--- src/rtl/captura_entradas_pkg.sv ---
// Shared definitions for the entry capture path: digit width, state codes and switch encoder.
// The display side uses the same state codes for its per-state hex selection.
package captura_entradas_pkg;

  localparam int unsigned DigitW = 4;
  localparam int unsigned NumSw  = 9;

  typedef enum logic [2:0] {
    StLinha    = 3'b000,
    StColuna   = 3'b001,
    StVerifica = 3'b010,
    StValor    = 3'b011,
    StEscreve  = 3'b100,
    StErro     = 3'b101
  } estado_e;

  // One bit set -> index+1; zero or several bits -> 0 (invalid selection).
  function automatic logic [DigitW-1:0] codifica_switch(input logic [NumSw-1:0] sw);
    logic [DigitW-1:0] code;
    int unsigned       ones;
    code = '0;
    ones = 0;
    for (int unsigned k = 0; k < NumSw; k++) begin
      if (sw[k]) begin
        ones++;
        code = DigitW'(k + 1);
      end
    end
    return (ones == 1) ? code : '0;
  endfunction

endpackage

--- src/rtl/debounce_botao.sv ---
// Synchronizes and debounces one active-low push-button; emits a one-cycle pulse
// when the debounced level falls (button pressed).
module debounce_botao #(
  parameter int unsigned DEBOUNCE_CYCLES = 500000
) (
  input  logic clk,
  input  logic reset,
  input  logic key_n,
  output logic pressed_pulse
);

  localparam int unsigned     CntW    = (DEBOUNCE_CYCLES > 1) ? $clog2(DEBOUNCE_CYCLES) : 1;
  localparam logic [CntW-1:0] CntLast = CntW'(DEBOUNCE_CYCLES - 1);

  logic            sync1_q, sync2_q;
  logic            nivel_q, nivel_d;
  logic            pulse_q, pulse_d;
  logic [CntW-1:0] cnt_q, cnt_d;

  // The counter runs only while the synchronized input disagrees with the accepted level;
  // any agreeing sample restarts it.
  always_comb begin
    nivel_d = nivel_q;
    pulse_d = 1'b0;
    cnt_d   = '0;
    if (sync2_q != nivel_q) begin
      if (cnt_q == CntLast) begin
        nivel_d = sync2_q;
        pulse_d = ~sync2_q;
      end else begin
        cnt_d = cnt_q + 1'b1;
      end
    end
  end

  always_ff @(posedge clk or posedge reset) begin
    if (reset) begin
      sync1_q <= 1'b1;
      sync2_q <= 1'b1;
      nivel_q <= 1'b1;
      pulse_q <= 1'b0;
      cnt_q   <= '0;
    end else begin
      sync1_q <= key_n;
      sync2_q <= sync1_q;
      nivel_q <= nivel_d;
      pulse_q <= pulse_d;
      cnt_q   <= cnt_d;
    end
  end

  assign pressed_pulse = pulse_q;

endmodule

--- src/rtl/captura_entradas.sv ---
// Converts switches and confirm/cancel buttons into registered row/column/value selections,
// a game-state code and a one-cycle write strobe toward the board memory.
module captura_entradas
  import captura_entradas_pkg::*;
#(
  parameter int unsigned DEBOUNCE_CYCLES = 500000,
  parameter int unsigned ERRO_CYCLES     = 50000000
) (
  input  logic              clk,
  input  logic              reset,
  input  logic [NumSw-1:0]  switch,
  input  logic              key_confirma,
  input  logic              key_cancela,
  input  logic              celula_fixa,
  output logic [DigitW-1:0] regLinha,
  output logic [DigitW-1:0] regColuna,
  output logic [DigitW-1:0] regValor,
  output logic [2:0]        estadoJogo,
  output logic              escreve,
  output logic              erro
);

  localparam int unsigned     ErroW    = (ERRO_CYCLES > 1) ? $clog2(ERRO_CYCLES) : 1;
  localparam logic [ErroW-1:0] ErroLast = ErroW'(ERRO_CYCLES - 1);

  logic              confirma_ev, cancela_ev, confirma;
  logic [DigitW-1:0] code_q;
  estado_e           state_q, state_d;
  logic [DigitW-1:0] linha_q, linha_d;
  logic [DigitW-1:0] coluna_q, coluna_d;
  logic [DigitW-1:0] valor_q, valor_d;
  logic              espera_q, espera_d;
  logic [ErroW-1:0]  erro_cnt_q, erro_cnt_d;

  debounce_botao #(
    .DEBOUNCE_CYCLES(DEBOUNCE_CYCLES)
  ) u_deb_confirma (
    .clk          (clk),
    .reset        (reset),
    .key_n        (key_confirma),
    .pressed_pulse(confirma_ev)
  );

  debounce_botao #(
    .DEBOUNCE_CYCLES(DEBOUNCE_CYCLES)
  ) u_deb_cancela (
    .clk          (clk),
    .reset        (reset),
    .key_n        (key_cancela),
    .pressed_pulse(cancela_ev)
  );

  // Cancel takes priority when both events land in the same cycle.
  assign confirma = confirma_ev & ~cancela_ev;

  always_comb begin
    state_d    = state_q;
    linha_d    = linha_q;
    coluna_d   = coluna_q;
    valor_d    = valor_q;
    espera_d   = 1'b0;
    erro_cnt_d = '0;
    case (state_q)
      StLinha: begin
        if (confirma && code_q != '0) begin
          linha_d = code_q;
          state_d = StColuna;
        end
      end
      StColuna: begin
        if (cancela_ev) begin
          state_d = StLinha;
        end else if (confirma && code_q != '0) begin
          coluna_d = code_q;
          state_d  = StVerifica;
        end
      end
      StVerifica: begin
        // First cycle lets the board memory respond to the new address.
        if (!espera_q) begin
          espera_d = 1'b1;
        end else begin
          state_d = celula_fixa ? StErro : StValor;
        end
      end
      StValor: begin
        if (cancela_ev) begin
          coluna_d = '0;
          state_d  = StColuna;
        end else if (confirma && code_q != '0) begin
          valor_d = code_q;
          state_d = StEscreve;
        end
      end
      StEscreve: state_d = StLinha;
      StErro: begin
        if (confirma || erro_cnt_q == ErroLast) begin
          state_d = StLinha;
        end else begin
          erro_cnt_d = erro_cnt_q + 1'b1;
        end
      end
      default: state_d = StLinha;
    endcase
    if (state_d == StLinha) begin
      linha_d  = '0;
      coluna_d = '0;
      valor_d  = '0;
    end
  end

  always_ff @(posedge clk or posedge reset) begin
    if (reset) begin
      state_q    <= StLinha;
      code_q     <= '0;
      linha_q    <= '0;
      coluna_q   <= '0;
      valor_q    <= '0;
      espera_q   <= 1'b0;
      erro_cnt_q <= '0;
    end else begin
      state_q    <= state_d;
      code_q     <= codifica_switch(switch);
      linha_q    <= linha_d;
      coluna_q   <= coluna_d;
      valor_q    <= valor_d;
      espera_q   <= espera_d;
      erro_cnt_q <= erro_cnt_d;
    end
  end

  assign regLinha   = linha_q;
  assign regColuna  = coluna_q;
  assign regValor   = valor_q;
  assign estadoJogo = state_q;
  assign escreve    = (state_q == StEscreve);
  assign erro       = (state_q == StErro);

endmodule
--- config.mk ---
export PLATFORM = sky130hd
export DESIGN_NAME = captura_entradas
export DESIGN_NICKNAME = d
export VERILOG_FILES = /design/src/rtl/captura_entradas_pkg.sv /design/src/rtl/debounce_botao.sv /design/src/rtl/captura_entradas.sv
export SDC_FILE = /design/constraint.sdc
export NUM_CORES = 1
export LEC_CHECK = 0
export BUFFER_PORTS_ARGS = -buffer_cell sky130_fd_sc_hd__buf_2
export CAP_MARGIN = 5
export CORE_MARGIN = 3
export CORE_UTILIZATION = 25
export DETAILED_ROUTE_END_ITERATION = 6
export HOLD_SLACK_MARGIN = 0.03
export PLACE_DENSITY = 0.37
export SLEW_MARGIN = 0
export SYNTH_ARGS = -nofsm -noshare
export SYNTH_HDL_FRONTEND = slang
export SYNTH_SLANG_ARGS = --single-unit
--- constraint.sdc ---
create_clock -name clk -period 6.3 [get_ports clk]
set_input_delay 0.315 -clock clk [delete_from_list [all_inputs] [get_ports clk]]
set_output_delay 0.315 -clock clk [all_outputs]
set_load 0.02 [all_outputs]
Yosys cells after proc, flatten, opt, wreduce, memory -nomap -nowiden
Index checks and enable logic that the tools add are counted.
Storage, ports and cells
  register bits after elaboration: 92
  word-level logic and storage cells: 110
Cells by class
  add/sub/neg operators: 11
  equal/unequal tests: 15
  muxes and demuxes: 49
  bitwise operators: 4
  reductions and logical operators: 14
Operator list (count)
  32-bit by 1-bit adder with 32-bit output (second input constant): 8
  32-bit 2-to-1 mux: 8
  19-bit 2-to-1 mux: 4
  4-bit 2-to-1 mux: 17
  26-bit 2-to-1 mux: 2
  19-bit by 1-bit adder with 19-bit output (second input constant): 2
  19-bit equality test (second input constant): 2
  32-bit by 1-bit equality test with 1-bit output (second input constant): 1
  26-bit by 1-bit adder with 26-bit output (second input constant): 1
  26-bit equality test (second input constant): 1
  3-bit 2-to-1 mux: 8
  3-bit one-hot mux with 5 select lines: 1
  1-bit 2-to-1 mux: 8
  4-bit one-hot mux with 2 select lines: 1
  3-bit by 2-bit equality test with 1-bit output (second input constant): 2
  3-bit equality test (second input constant): 2
  3-bit zero test: 2
  3-bit inequality test (second input constant): 2
  2-bit AND reduction: 3
  2-bit nonzero test: 3
  4-bit AND reduction: 1
  4-bit nonzero test: 1
  3-bit by 1-bit equality test with 1-bit output (second input constant): 1
  3-bit by 2-bit inequality test with 1-bit output (second input constant): 1
  8 further kinds: 11

Logic depth before layout (Yosys ltp)
Gate-level depths: netlist (run 1).
  depth after elaboration: 19
  depth in mapped cells: 25

By module
From an unflattened synthesis (run 1), not the netlist that was laid out.
Second synthesis, totals
  cells, all modules: 537
  area total of the unflattened synthesis: 5285.1 µm²
Modules (own cells, without submodules)
  captura_entradas: instances 1, cells an instance 321, area each 2970.3 µm²
  debounce_botao: instances 2, cells an instance 108, area each 1157.4 µm²

Worst setup path after synthesis (run 1)
No wires, ideal clock.
  path type: input to register
  start: input switch[0]
  end: register code_q[0]
  library setup time: 0.086 ns
  arrival: 4.993 ns
  data required time: 6.214 ns
  slack: 1.220 ns
  cell stages on the path: 24
  cell sequence: ha_1 nor2b_1 or2_2 ha_1 mux2_2 ha_1 nand2_1 o211ai_1 ha_1 nor2_1 a21oi_1 ha_1 nand2_1 a21bo_2 ha_1 mux2_2 ha_1 or3b_2 nand2b_1 a21o_2 a211oi_1 a31oi_1 o211ai_1 nor3_1
On the way
  cells in the longest elaborated chain, start to end: 19
RTL lines
  start: declaration: line captura_entradas.sv:11  | input logic [NumSw-1:0] switch,
  1-bit 2-to-1 mux: line captura_entradas_pkg.sv:24  | if (sw[k]) begin
  32-bit by 1-bit adder with 32-bit output: line captura_entradas_pkg.sv:25  | ones++;
  32-bit 2-to-1 mux: line captura_entradas_pkg.sv:24
  32-bit by 1-bit adder with 32-bit output: line captura_entradas_pkg.sv:25
  32-bit 2-to-1 mux: line captura_entradas_pkg.sv:24
  32-bit by 1-bit adder with 32-bit output: line captura_entradas_pkg.sv:25
  32-bit 2-to-1 mux: line captura_entradas_pkg.sv:24
  32-bit by 1-bit adder with 32-bit output: line captura_entradas_pkg.sv:25
  [3 not listed]
  32-bit by 1-bit adder with 32-bit output: line captura_entradas_pkg.sv:25
  32-bit 2-to-1 mux: line captura_entradas_pkg.sv:24
  32-bit by 1-bit adder with 32-bit output: line captura_entradas_pkg.sv:25
  32-bit 2-to-1 mux: line captura_entradas_pkg.sv:24
  32-bit by 1-bit adder with 32-bit output: line captura_entradas_pkg.sv:25
  32-bit 2-to-1 mux: line captura_entradas_pkg.sv:24
  32-bit by 1-bit equality test with 1-bit output: line captura_entradas_pkg.sv:29  | return (ones == 1) ? code : '0;
  4-bit 2-to-1 mux *: line captura_entradas_pkg.sv:29
  end signal: assignment: line captura_entradas.sv:123  | code_q <= codifica_switch(switch);
  end: declaration: line captura_entradas.sv:27  | logic [DigitW-1:0] code_q;
Mark *: on every way between the ends. The rest lies on a longest branch, timed or not.
A chain may end at the register's enable or synchronous reset.

Final worst setup path (run 1)
  start: input switch[0]
  end: register code_q[1]
On the way
  cells in the longest elaborated chain, start to end: 19
RTL lines (line)
  1-bit 2-to-1 mux *: captura_entradas_pkg.sv:24
  32-bit by 1-bit adder with 32-bit output: captura_entradas_pkg.sv:25
  32-bit 2-to-1 mux *: captura_entradas_pkg.sv:24
  32-bit by 1-bit adder with 32-bit output: captura_entradas_pkg.sv:25
  32-bit 2-to-1 mux *: captura_entradas_pkg.sv:24
  32-bit by 1-bit adder with 32-bit output: captura_entradas_pkg.sv:25
  32-bit 2-to-1 mux *: captura_entradas_pkg.sv:24
  32-bit by 1-bit adder with 32-bit output: captura_entradas_pkg.sv:25
  [3 not listed]
  32-bit by 1-bit adder with 32-bit output: captura_entradas_pkg.sv:25
  32-bit 2-to-1 mux *: captura_entradas_pkg.sv:24
  32-bit by 1-bit adder with 32-bit output: captura_entradas_pkg.sv:25
  32-bit 2-to-1 mux *: captura_entradas_pkg.sv:24
  32-bit by 1-bit adder with 32-bit output: captura_entradas_pkg.sv:25
  32-bit 2-to-1 mux *: captura_entradas_pkg.sv:24
  32-bit by 1-bit equality test with 1-bit output *: captura_entradas_pkg.sv:29
  4-bit 2-to-1 mux *: captura_entradas_pkg.sv:29
Marks and branches as above.

==> impl_metrics.toml, run 1 <==
[outcome]
outcome = "completed"

[setup_path]
critPathMaxStageDelay_ps = 510
worstSetupPathType = "in -> reg"
rrSetupSlack_ps = 3380
timing.critical_path.required_ps = 6550
crit_slowest_cell = "or3b_2"
path_buf_inv = 1
crit_fanout = 4
cp-start-kind = "input port"
end_kind = "flip-flop"
cp_data_arrival_time_ps = 5490
cpLargestDelayFamily = "adder cells"
path_common_cell = "ha_1"

[clock_tree]
ctsHoldBuffers = 1
cts.reportedPaths.clkPinSlew_ps = 60
cts_resized = 0
root_buffer = "clkbuf_16"
numClockSinks = 92
clockBufferDepth = 2
cts_setup_buffers = 0
numCtsBuffers = 9
cts_tree = "done"
clock_latency_ps = 350
ctsHtreeMaxLevel = 3

[synth]
syn_area_per_cell_um2 = 9.81
yosys_warnings = 0
synth_top_cell_by_area = "dfrtp_1"
synthesis.nets = 539
syn_area_um2 = 5030
synth_cell_types = 61
synth_async_sr_flop_share_pct = 100
synth_ff_type = "dfrtp_1"
synthCells = 513
ys_seq_area_share_pct = 45.9
synth_commonest_cells = "98 x nor2_1, 86 x dfrtp_1, 40 x nand2_1, 40 x xor2_1, 27 x xnor2_1"
ys_ff_latch = 92
ys_top_cells_by_area = "dfrtp_1 43%, nor2_1 7.3%, xor2_1 7.0%"
synth_edf_count = 0
yosysTopAreaCellShare_pct = 42.8
synth_most_common_cell = "nor2_1"

[grt]
grt_max_degree = 60
grt_usage_pct = 10.6
use_met2_pct = 16.2
grt_use_met1_pct = 14.0
busiest_layer = "met2"
antenna_found_initial = 0
grt_pass1_wl_mm = 18.8
grt_pass1_vias = 3693
gr-usage-met3_pct = 2.85
overflow = 0

[sta]
fin_ws_ps = 1060
fin_crit_ps = 5240
hold_viol = 0
slew_violations = 0
setup_viol = 0
finalClockSkew_ps = 9.05
tightest_slew_ps = 909
tns_ps = 0
fmax_mhz = 191
finalCritPeriodShare_pct = 83.2
rsz0062_at_grt = "no"
slew_headroom_pct = 39.4

[cells_and_area]
seqCellArea_um2 = 2310
multiInputGateArea_um2 = 2580
nets = 566
drive_gt1_share_pct = 13.0
antennaDiodeCount = 0
fillers = 2082
syn2layout_area_growth_pct = 14.7

[floorplan]
start_util_pct = 25.7
die-area_um2 = 21900
pin_count = 31
die_h_um = 148
fp.coreArea_um2 = 19600
core.rowCount = 51
fp.dieW_um = 148

[drt]
avgViaCountPerCell = 4.47
drc_errors = 0
routedWlPerCell_um = 13.3
vias = 3624
routed_wl_mm = 10.8
detail-route-antenna-nets = 0
dr.pass1.iters = 5
first_iter_violations = 170

[power]
powerDensity_nw_per_um2 = 246
power_uw = 1420
ir_drop_uv = 119
p_leak_uw = 0.00250

[placement]
hpwl_mm = 7.66
io_buffers = 30
dpl_worst_slack_ps = 684
place.gp.congestion = 0.767

[job]
maxCapViolations = 0

[worst_hold_path]
min_path_type = "in -> reg"
layout by cell type, fill, tap and decap left out, types with 9 or more instances in the layout:
cell and count:
ha_1 12, xnor2_1 27, nand4_1 12, clkbuf_16 9, o21ai_0 9, nand3_1 24
nor2_1 98, xor2_1 40, dfrtp_1 86, mux2i_1 10, nand2_1 40, buf_2 30
and3_1 9, inv_1 12, a21oi_1 9
state kept, by name, summed over array words and instances (netlist names), 3 cells and up:
register / cells
erro_cnt_q: 26
u_deb_cancela.cnt_q: 19
u_deb_confirma.cnt_q: 19
code_q: 4
regColuna: 4
regLinha: 4
regValor: 4
estadoJogo: 3
through the flow:
step | cells | instance area [µm²] | utilization, % | hold WS [ps]
after detailed placement | 793 | 5440 | 27.8 | 348
after CTS | 810 | 5770 | 29.5 | 43.1
after floorplan | 513 | 5030 | - | 319
final | 810 | 5770 | 29.5 | 65.6
after global routing | 810 | 5770 | 29.5 | 43.9
after global placement | 793 | 5440 | 27.8 | 349
routing by layer:
layer / up-vias / wire length (µm)
li1: 1816 / -
met1: 1748 / 5220
met2: 46 / 4890
met3: 14 / 453
met4: 0 / 227
met5: - / 0
worst reg2reg max path, cell delays in order (launching register included):
cell	delay [ps]
dfrtp_1	420
nor4bb_1	290
nand3_1	110
nor3_1	230
a21o_1	750
o221ai_1	370
nor3b_2	510
nor2_1	110
layout make-up:
| type | count | area share (%) |
|---|---|---|
| clock buffers | 10 | 3.97 |
| clock inverters | 6 | 1.54 |
| inverters | 15 | 1.08 |
| multi-input cells | 390 | 44.7 |
| flip-flops and latches | 92 | 40.0 |
| well taps | 265 | 5.75 |
| repair buffers | 32 | 2.91 |
kinds of logic after synthesis:
family / share of synthesized area (%)
simple gates: 23.5
flops: 45.9
xor+xnor: 14.5
compound gates: 7.01
buf+inv: 2.79
mux: 3.33
fa+ha+maj: 2.98
report_power, final:
| group | internal, µW | switching [µW] |
|---|---|---|
| registers | 603 | 13.5 |
| clock network | 348 | 232 |
| logic | 101 | 123 |
| total | 1050 | 369 |
worst paths after layout:
path | from | depth (start not counted) | endpoint
setup / recovery | switch[0] | 25 | code_q[1]$_DFF_PP0_
hold / removal | key_cancela | 1 | u_deb_cancela.sync1_q$_DFF_PP1_
setup reg to reg | erro_cnt_q[9]$_DFF_PP0_ | 7 | regLinha[0]$_DFFE_PP0P_
hold reg to reg | u_deb_cancela.sync1_q$_DFF_PP1_ | 0 | u_deb_cancela.sync2_q$_DFF_PP1_
max in group asynchronous | reset | 4 | code_q[0]$_DFF_PP0_
min in group asynchronous | reset | 3 | erro_cnt_q[23]$_DFF_PP0_
Note: power is estimated with default switching activity, not from simulation.
==> run 2, diff against run 1 <==
--- a/config.mk
+++ b/config.mk
@@ -11,7 +11,7 @@
 export CORE_UTILIZATION = 25
 export DETAILED_ROUTE_END_ITERATION = 6
 export HOLD_SLACK_MARGIN = 0.03
-export PLACE_DENSITY = 0.37
+export PLACE_DENSITY = 0.38
 export SLEW_MARGIN = 0
 export SYNTH_ARGS = -nofsm -noshare
 export SYNTH_HDL_FRONTEND = slang
==> constraint.sdc (replaced) <==
create_clock -name clk -period 4.55 [get_ports clk]
set_input_delay 0.2275 -clock clk [delete_from_list [all_inputs] [get_ports clk]]
set_output_delay 0.2275 -clock clk [all_outputs]
set_load 0.02 [all_outputs]
==> run 2 against run 1 <==
Sequential cell count unchanged. Clock power increased by 28%. Via count increased by 0.94%. Critical endpoint is now code_q[0]$_DFF_PP0_. Largest power group unchanged. Combinational power increased by 76%. Clock skew decreased by 0.85 ps. Cell count increased by 2.0%.
==> impl_metrics.toml, run 2 (synthesized netlist as in run 1, its figures left out) <==
[sta]
finalClockSkew_ps = 8.19
finalCritPeriodShare_pct = 97.3
slew_violations = 0
fmax_mhz = 226
setup_viol = 0
rsz0062_at_grt = "yes"
slew_headroom_pct = 50.4
fin_crit_ps = 4430
tightest_slew_ps = 738
hold_viol = 0

[drt]
detail-route-antenna-nets = 0
vias = 3658
drc_errors = 0
routedWlPerCell_um = 13.3
avgViaCountPerCell = 4.43
dr.pass1.iters = 4
routed_wl_mm = 11.0
first_iter_violations = 143

[floorplan]
die-area_um2 = 21900
start_util_pct = 25.7
fp.coreArea_um2 = 19600
core.rowCount = 51
pin_count = 31
die_h_um = 148
fp.dieW_um = 148

[clock_tree]
cts.reportedPaths.clkPinSlew_ps = 60
root_buffer = "clkbuf_16"
ctsHtreeMaxLevel = 3
clock_latency_ps = 350
numClockSinks = 92
clockBufferDepth = 2
numCtsBuffers = 9
cts_setup_buffers = 0
cts_tree = "done"

[worst_hold_path]
min_path_type = "in -> reg"

[setup_path]
timing.critical_path.required_ps = 4810
end_kind = "flip-flop"
cp_data_arrival_time_ps = 4690
worstSetupPathType = "in -> reg"
cp-start-kind = "input port"
crit_fanout = 4

[cells_and_area]
antennaDiodeCount = 0
most-common-layout-cells = "97 x nor2_1, 86 x dfrtp_1, 39 x nand2_1, 39 x xor2_1, 28 x buf_2"
final_common_cell = "nor2_1"
regMostFlops = "erro_cnt_q"
drive_gt1_share_pct = 17.8
largest_register_ff_count = 26
fin_cells = 826
final_cell_area_um2 = 6010
nets = 582
fillers = 2067
final_util_pct = 30.7
top_regs = "erro_cnt_q x26, u_deb_cancela.cnt_q x19, u_deb_confirma.cnt_q x19"
syn2layout_area_growth_pct = 19.5

[outcome]
outcome = "completed"

[placement]
dp_cells = 807
place.gp.congestion = 0.765
hpwl_mm = 7.86
place_area_um2 = 5660
io_buffers = 30

[power]
power.combinational.fraction_pct = 19.8
swShare_pct = 28.2
ir_drop_uv = 163
intPower_uw = 1430
power_switching_uw = 563
powerDensity_nw_per_um2 = 332
p_leak_uw = 0.00259
seq_power_share_pct = 42.8
pwr-share-clk_pct = 37.3

[grt]
overflow = 0
grt_max_degree = 56
grt_usage_pct = 10.7
antenna_found_initial = 0
grt_pass1_vias = 3711
grt_pass1_wl_mm = 18.8

[job]
maxCapViolations = 0
## run 2: timing repair
item                                    in CTS  in global routing
hold endpoints to repair                    36                  0
resized for setup                            0                  8
endpoints found under the setup margin       0                  4
hold buffers                                 3                  0
## run 2: path summary, 6_finish.rpt
path / end / startpoint / depth (start not counted) / slack, ps
max: code_q[0]$_DFF_PP0_ / switch[0] / 24 / 120
min: code_q[0]$_DFF_PP0_ / switch[8] / 3 / 240
max reg2reg: regLinha[2]$_DFFE_PP0P_ / erro_cnt_q[11]$_DFF_PP0_ / 8 / 2090
min reg2reg: u_deb_cancela.sync2_q$_DFF_PP1_ / u_deb_cancela.sync1_q$_DFF_PP1_ / 0 / 360
max in group asynchronous: regValor[3]$_DFFE_PP0P_ / reset / 4 / 2890
min in group asynchronous: u_deb_cancela.cnt_q[2]$_DFF_PP0_ / reset / 3 / 500
## run 2: stage by stage
step | hold slack [ps] | total power [µW] | worst slack, ps | setup TNS [ps]
after floorplan | 232 | 1170 | 3.67 | 0
after global placement | 333 | 1260 | -257 | -929
after detailed placement | 336 | 1260 | -336 | -1240
after CTS | 223 | 2030 | 29.6 | 0
after global routing | 229 | 2100 | -83.6 | -128
final | 237 | 1990 | 121 | 0
## run 2: power by group through the flow
| stage | Clock [µW] | Sequential [µW] | Combinational [µW] |
|---|---|---|---|
| 5_1_grt | 808 | 857 | 438 |
| 3_3_place_gp | 0 | 870 | 387 |
| 4_1_cts | 779 | 855 | 398 |
| 3_5_place_dp | 0 | 871 | 393 |
| 6_report | 744 | 854 | 396 |
| 2_1_floorplan | 0 | 863 | 304 |
## run 2: routing by layer
| layer | vias up | track usage (%) | routed length, µm |
|---|---|---|---|
| met2 | 35 | 16.8 | 5030 |
| met5 | - | 0 | 0 |
| met3 | 12 | 3.37 | 504 |
| met4 | 0 | 4.30 | 212 |
| met1 | 1760 | 13.7 | 5240 |
| li1 | 1851 | - | - |
## run 2: worst max-delay path: stages
cell      delay, ps
buf_6           100
ha_4            150
nor2b_4         120
or2_4           240
ha_4            210
mux2_4          270
ha_4            220
nand2_4          50
o211ai_1         90
ha_1            330
nor2_2          120
a21oi_2          50
ha_1            300
nand2_1          80
a21bo_4         240
ha_4            210
mux2_4          270
ha_4            220
or3b_4          400
a21oi_1         160
a211oi_1         60
a31oi_1         170
o211ai_1        180
nor3_1          230
## run 2: final cells by class
class / count / area (µm²) / share of cell area, %
multi-input combinational: 390 / 2710 / 45.1
sequential: 92 / 2310 / 38.4
tap: 265 / 332 / 5.52
timing repair buffer: 48 / 305 / 5.08
clock buffer: 10 / 239 / 3.98
inverter: 15 / 62.6 / 1.04
clock inverter: 6 / 55.1 / 0.916
